$ cat src/rtl/mole_pattern_gen_if.sv
// Request/response bundle between the game controller and the mole pattern generator.
// The controller holds the master side and the generator holds the slave side.
interface mole_pattern_gen_if;
    logic        game_start;
    logic        change_answer;
    logic        game_end;
    logic [31:0] data_out;
    logic        write_enable;
    logic        busy;
    logic [6:0]  pattern_count;

    modport master (
        output game_start,
        output change_answer,
        output game_end,
        input  data_out,
        input  write_enable,
        input  busy,
        input  pattern_count
    );

    modport slave (
        input  game_start,
        input  change_answer,
        input  game_end,
        output data_out,
        output write_enable,
        output busy,
        output pattern_count
    );
endinterface

$ cat src/rtl/mole_pattern_gen.sv
// Builds 32-bit words of eight hole indices below NUM_HOLES from a free-running Galois LFSR.
// Optional feature MOLE_NO_REPEAT_EN rejects a nibble equal to the previously accepted one.
module mole_pattern_gen #(
    parameter int          NUM_HOLES = 9,
    parameter logic [15:0] SEED      = 16'hACE1
) (
    input logic               clk,
    input logic               reset,
    mole_pattern_gen_if.slave bus
);

    typedef enum logic [1:0] {
        IDLE,
        GEN,
        WRITE
    } state_t;

    localparam logic [15:0] RESET_SEED = (SEED == 16'h0000) ? 16'hACE1 : SEED;
    localparam logic [15:0] LFSR_MASK  = 16'hB400;
    localparam logic [4:0]  HOLE_LIMIT = 5'(NUM_HOLES);
    localparam logic [6:0]  COUNT_MAX  = 7'd127;

    state_t      state_q;
    logic [15:0] lfsr_q;
    logic [15:0] lfsr_d;
    logic [31:0] shadow_q;
    logic [31:0] shadow_d;
    logic [31:0] dataOut_q;
    logic [2:0]  idx_q;
    logic        writeEn_q;
    logic        busy_q;
    logic [6:0]  count_q;
    logic        pending_q;
    logic        startPrev_q;

    logic [3:0]  cand;
    logic        inRange;
    logic        accept;
    logic        request;

    assign cand    = lfsr_q[3:0];
    assign inRange = ({1'b0, cand} < HOLE_LIMIT);
    assign request = !bus.game_end &&
                     (bus.change_answer || (bus.game_start && !startPrev_q));

    // Galois right-shift: feed the dropped bit back through the tap mask.
    always_comb begin
        lfsr_d = {1'b0, lfsr_q[15:1]};
        if (lfsr_q[0]) begin
            lfsr_d = lfsr_d ^ LFSR_MASK;
        end
    end

    always_comb begin
        shadow_d = shadow_q;
        shadow_d[{idx_q, 2'b00} +: 4] = cand;
    end

`ifdef MOLE_NO_REPEAT_EN
    logic [3:0] prev_q;
    logic       prevValid_q;

    assign accept = inRange && !(prevValid_q && (cand == prev_q));

    always_ff @(posedge clk) begin
        if (reset) begin
            prev_q      <= 4'hF;
            prevValid_q <= 1'b0;
        end else if ((state_q == GEN) && accept) begin
            prev_q      <= cand;
            prevValid_q <= 1'b1;
        end
    end
`else
    assign accept = inRange;
`endif

    always_ff @(posedge clk) begin
        if (reset) begin
            state_q     <= IDLE;
            lfsr_q      <= RESET_SEED;
            shadow_q    <= 32'h0;
            dataOut_q   <= 32'h0;
            idx_q       <= 3'd0;
            writeEn_q   <= 1'b0;
            busy_q      <= 1'b0;
            count_q     <= 7'd0;
            pending_q   <= 1'b0;
            startPrev_q <= 1'b0;
        end else begin
            lfsr_q      <= lfsr_d;
            startPrev_q <= bus.game_start;
            writeEn_q   <= 1'b0;
            case (state_q)
                IDLE: begin
                    if (request) begin
                        state_q <= GEN;
                        idx_q   <= 3'd0;
                        busy_q  <= 1'b1;
                    end
                end
                GEN: begin
                    if (bus.game_end) begin
                        pending_q <= 1'b0;
                    end else if (request) begin
                        pending_q <= 1'b1;
                    end
                    if (accept) begin
                        shadow_q <= shadow_d;
                        idx_q    <= idx_q + 3'd1;
                        if (idx_q == 3'd7) begin
                            state_q   <= WRITE;
                            writeEn_q <= 1'b1;
                            dataOut_q <= shadow_d;
                            if (count_q != COUNT_MAX) begin
                                count_q <= count_q + 7'd1;
                            end
                        end
                    end
                end
                WRITE: begin
                    // A request landing on the strobe cycle chains straight into the next word.
                    if (bus.game_end) begin
                        pending_q <= 1'b0;
                        state_q   <= IDLE;
                        busy_q    <= 1'b0;
                    end else if (pending_q || request) begin
                        pending_q <= 1'b0;
                        state_q   <= GEN;
                        idx_q     <= 3'd0;
                    end else begin
                        state_q <= IDLE;
                        busy_q  <= 1'b0;
                    end
                end
                default: begin
                    state_q <= IDLE;
                    busy_q  <= 1'b0;
                end
            endcase
        end
    end

    assign bus.data_out      = dataOut_q;
    assign bus.write_enable  = writeEn_q;
    assign bus.busy          = busy_q;
    assign bus.pattern_count = count_q;

endmodule

$ cat src/flat_wrapper.sv
// flat-port wrapper written by rule: the top's interface ports become plain ports
module mole_pattern_gen_flat 
#(
    parameter int          NUM_HOLES = 9,
    parameter logic [15:0] SEED      = 16'hACE1
)
  (clk, reset, bus_game_start, bus_change_answer, bus_game_end, bus_data_out, bus_write_enable, bus_busy, bus_pattern_count);
  mole_pattern_gen_if bus_i ();
  input logic clk;
  input logic reset;
  input wire logic [$bits(bus_i.game_start)-1:0] bus_game_start;
  input wire logic [$bits(bus_i.change_answer)-1:0] bus_change_answer;
  input wire logic [$bits(bus_i.game_end)-1:0] bus_game_end;
  output wire logic [$bits(bus_i.data_out)-1:0] bus_data_out;
  output wire logic [$bits(bus_i.write_enable)-1:0] bus_write_enable;
  output wire logic [$bits(bus_i.busy)-1:0] bus_busy;
  output wire logic [$bits(bus_i.pattern_count)-1:0] bus_pattern_count;
  assign bus_i.game_start = bus_game_start;
  assign bus_i.change_answer = bus_change_answer;
  assign bus_i.game_end = bus_game_end;
  assign bus_data_out = bus_i.data_out;
  assign bus_write_enable = bus_i.write_enable;
  assign bus_busy = bus_i.busy;
  assign bus_pattern_count = bus_i.pattern_count;
  mole_pattern_gen #(.NUM_HOLES(NUM_HOLES), .SEED(SEED)) u_core (.clk(clk), .reset(reset), .bus(bus_i));
endmodule
$ cat config.mk
export PLATFORM = sky130hd
export DESIGN_NAME = mole_pattern_gen_flat
export DESIGN_NICKNAME = d
export VERILOG_FILES = /design/src/rtl/mole_pattern_gen_if.sv /design/src/rtl/mole_pattern_gen.sv /design/src/flat_wrapper.sv
export SDC_FILE = /design/constraint.sdc
export NUM_CORES = 1
export LEC_CHECK = 0
export CORE_ASPECT_RATIO = 0.75
export CORE_MARGIN = 5
export CORE_UTILIZATION = 35
export DETAILED_ROUTE_END_ITERATION = 12
export PLACE_DENSITY = 0.59
export SLEW_MARGIN = 15
export SYNTH_ARGS = -nofsm -noshare
export SYNTH_HDL_FRONTEND = slang
export SYNTH_SLANG_ARGS = --single-unit
$ cat constraint.sdc
create_clock -name clk -period 6.12 [get_ports clk]
set_input_delay 1.53 -clock clk [delete_from_list [all_inputs] [get_ports clk]]
set_output_delay 1.53 -clock clk [all_outputs]
set_load 0.01 [all_outputs]
==> impl_metrics.ini <==
[floorplan]
initial_core_util = 0.358
die_area_mm2 = 0.0142
rows = 34
io-pin-count = 46
die_h_um = 105
die_w_um = 136
core_mm2 = 0.0117

[worst_setup_path]
critPathLaunchType = register
cp_cell_sequence = inv_1, ha_1, ha_1, or4b_1, or4_1, mux2i_1, nor2_1
cpPeakStageDelay_ns = 0.71
end_kind = register
cp_max_fo = 19
crit_type = reg2reg
critPathSlowestCell = dfxtp_1
cp.required_ns = 6.32
crit_arrival_ns = 3.51
crit_top_cell = ha_1

[route]
route.met2.wl_um = 4410
ant_nets = 0
route.met3.wl_um = 730
drcViolationCount = 0
highest_layer = met4
via_per_inst = 5.25
firstDrtPassIters = 4
totalWireLength_um = 10200
detail_route.wl_per_cell_um = 15.4
wl_met1_um = 4940
drt_iter0_markers = 226
vias = 3478

[logic_synthesis]
synth_nets = 488
synth_top_family_by_area = simple AND/OR/NAND/NOR gates
synth_edf_count = 0
synthMuxAreaShare = 0.0791
synth_area_per_cell_um2 = 8.86
synth_fa_ha_area_frac = 0.0360
synth_commonest_cells = dfxtp_1, nor2_1, nand2_1
ys_types = 44
ys_async_sr_fraction = 0
ys_ff_latch = 96
synth_flop_cell = dfxtp_1
synth_area_mm2 = 0.00418
yosys_warnings = 0
synth_area_leaders = dfxtp_1, mux2i_1, nor2_1, a211oi_1, ha_1
synth_top_area_cell = dfxtp_1
synthMostInstantiatedCell = dfxtp_1
synthCells = 471
ys_seq_area_frac = 0.460
synthSimpleGateAreaFrac = 0.241
yosysTopAreaCellShare = 0.460
synth_xor_xnor_area_share = 0.00629
synth-compound-area-share = 0.134

[timing]
worstMarginPinSlew_ns = 1.14
grt_setup_unrepaired = no
max_clock_freq_mhz = 302
setup_viol = 0
min_period_over_period = 0.540
slew_violations = 0
finalSetupTns_ns = 0
hold_violations = 0
finalCriticalPeriod_ns = 3.31
skew_ns = 0.00428
worst_slack_ns = 2.81
relSlewSlack = 0.236

[power]
p_total_w = 0.00140
vdd_drop_max_mv = 0.141
p_int_w = 0.00104
p_switching_w = 0.000366
power_density_mw_per_mm2 = 280
clkPwrFrac = 0.392
power_frac_comb = 0.134
swShare = 0.261
pwr-share-seq = 0.474
leakage_nw = 1.83

[cells_and_area]
drive_above_1_share = 0.0500
nets = 514
fillers = 1157
fin_util = 0.429
multi_input_area_mm2 = 0.00207
register_area_mm2 = 0.00192
antenna_cells = 0
syn2layout_area_growth_pct = 19.7
final_cell_area_mm2 = 0.00500

[global_route]
track_usage = 0.147
grt_pass1_vias = 3283
antenna_found_initial = 0
grt_max_degree = 72
grt_overflow = 0
grt_pass1_wl_um = 17000

[placed_design]
post-place-ws_ns = 2.84
gp_congestion = 0.893
io_buffers = 45
dp_hpwl_um = 7000
placed_area_mm2 = 0.00471

[clocking]
post_cts_buffers = 0
numCtsBuffers = 9
htreeDepth = 3
cts_tree = built
clock-sinks = 96
cts_root_buf = clkbuf_16
path_clk_slew_ns = 0.06
hold_buffers = 0
cts_resized = 0
cts.path.max_buffers = 2
clk_latency_ns = 0.34

[flow_run]
maxCapViolCount = 0

[hold_path]
hp-class = reg2reg

[run_status]
status = finished, final reports clean
[critical path: cells and delay by family, from the launching register on]
family / cells / cell delay (ns)
fa+ha+maj: 2 / 0.90
buf+inv: 1 / 0.24
flops: 1 / 0.71
simple gates: 3 / 1.09
mux: 1 / 0.21
[layout by cell type (no fill, tap or decap), types with 3 or more instances in the layout]
cell,netlist,layout
a311oi_1,4,4
dfxtp_1,96,96
xnor2_1,3,3
a21oi_1,7,7
nand3_1,26,26
nand2_1,38,38
nand2b_1,5,5
ha_1,12,12
nor2_1,59,59
o21ai_0,15,15
mux2i_1,33,33
or4_1,5,5
nor3_1,24,24
o31ai_1,4,4
clkdlybuf4s50_1,0,44
a221oi_1,10,10
nor2b_1,14,14
nand4_1,13,13
or3_1,3,3
a32oi_1,3,3
inv_1,12,12
a211oi_1,21,21
or2_2,7,7
buf_4,0,3
clkbuf_16,0,9
[power groups by stage]
stage / Clock, W / Combinational, W / Sequential (W)
floorplan: 0 / 0.000146 / 0.000668
global placement: 0 / 0.000184 / 0.000678
detailed placement: 0 / 0.000186 / 0.000679
CTS: 0.000565 / 0.000187 / 0.000665
global route: 0.000589 / 0.000206 / 0.000668
finish: 0.000549 / 0.000188 / 0.000665
[worst paths after layout]
kind	startpoint	to	slack [ns]	depth (start not counted)
worst max-delay path	u_core.idx_q[0]	u_core.shadow_q[18]	2.81	7
worst min register to register	u_core.lfsr_q[6]	u_core.lfsr_q[5]	0.41	1
worst min-delay path	u_core.lfsr_q[6]	u_core.lfsr_q[5]	0.41	1
worst max register to register	u_core.idx_q[0]	u_core.shadow_q[18]	2.81	7
[per-layer routing]
layer | global-route usage | vias to the layer above
met5 | 0 | -
met4 | 0.0424 | 0
met3 | 0.0375 | 14
met2 | 0.216 | 98
met1 | 0.215 | 1633
li1 | - | 1733
[through the flow]
step | std cells | hold slack, ns
floorplan | 471 | 0.389
global placement | 648 | 0.394
detailed placement | 648 | 0.398
CTS | 662 | 0.412
global route | 662 | 0.422
finish | 662 | 0.410
[cells by family after synthesis]
kind of cell    after synthesis
simple gates                206
flops                        96
compound gates               76
buf+inv                      45
mux                          33
fa+ha+maj                    12
xor+xnor                      3
[sequential cells by signal (all words and copies together) (netlist names)]
register and flops:
u_core.bus.data_out 32, u_core.shadow_q 32, u_core.lfsr_q 16, u_core.bus.pattern_count 7, u_core.idx_q 3, u_core.state_q 2, u_core.bus.busy 1, u_core.bus.write_enable 1
u_core.pending_q 1, u_core.startPrev_q 1
[area by class of cell]
type | instances | share of cell area
Multi-Input combinational cell | 330 | 0.415
Sequential cell | 96 | 0.385
Timing Repair Buffer | 48 | 0.0936
Clock buffer | 11 | 0.0486
Tap cell | 162 | 0.0406
Inverter | 12 | 0.00901
Clock inverter | 3 | 0.00876
(Power assumes the default switching activity.)
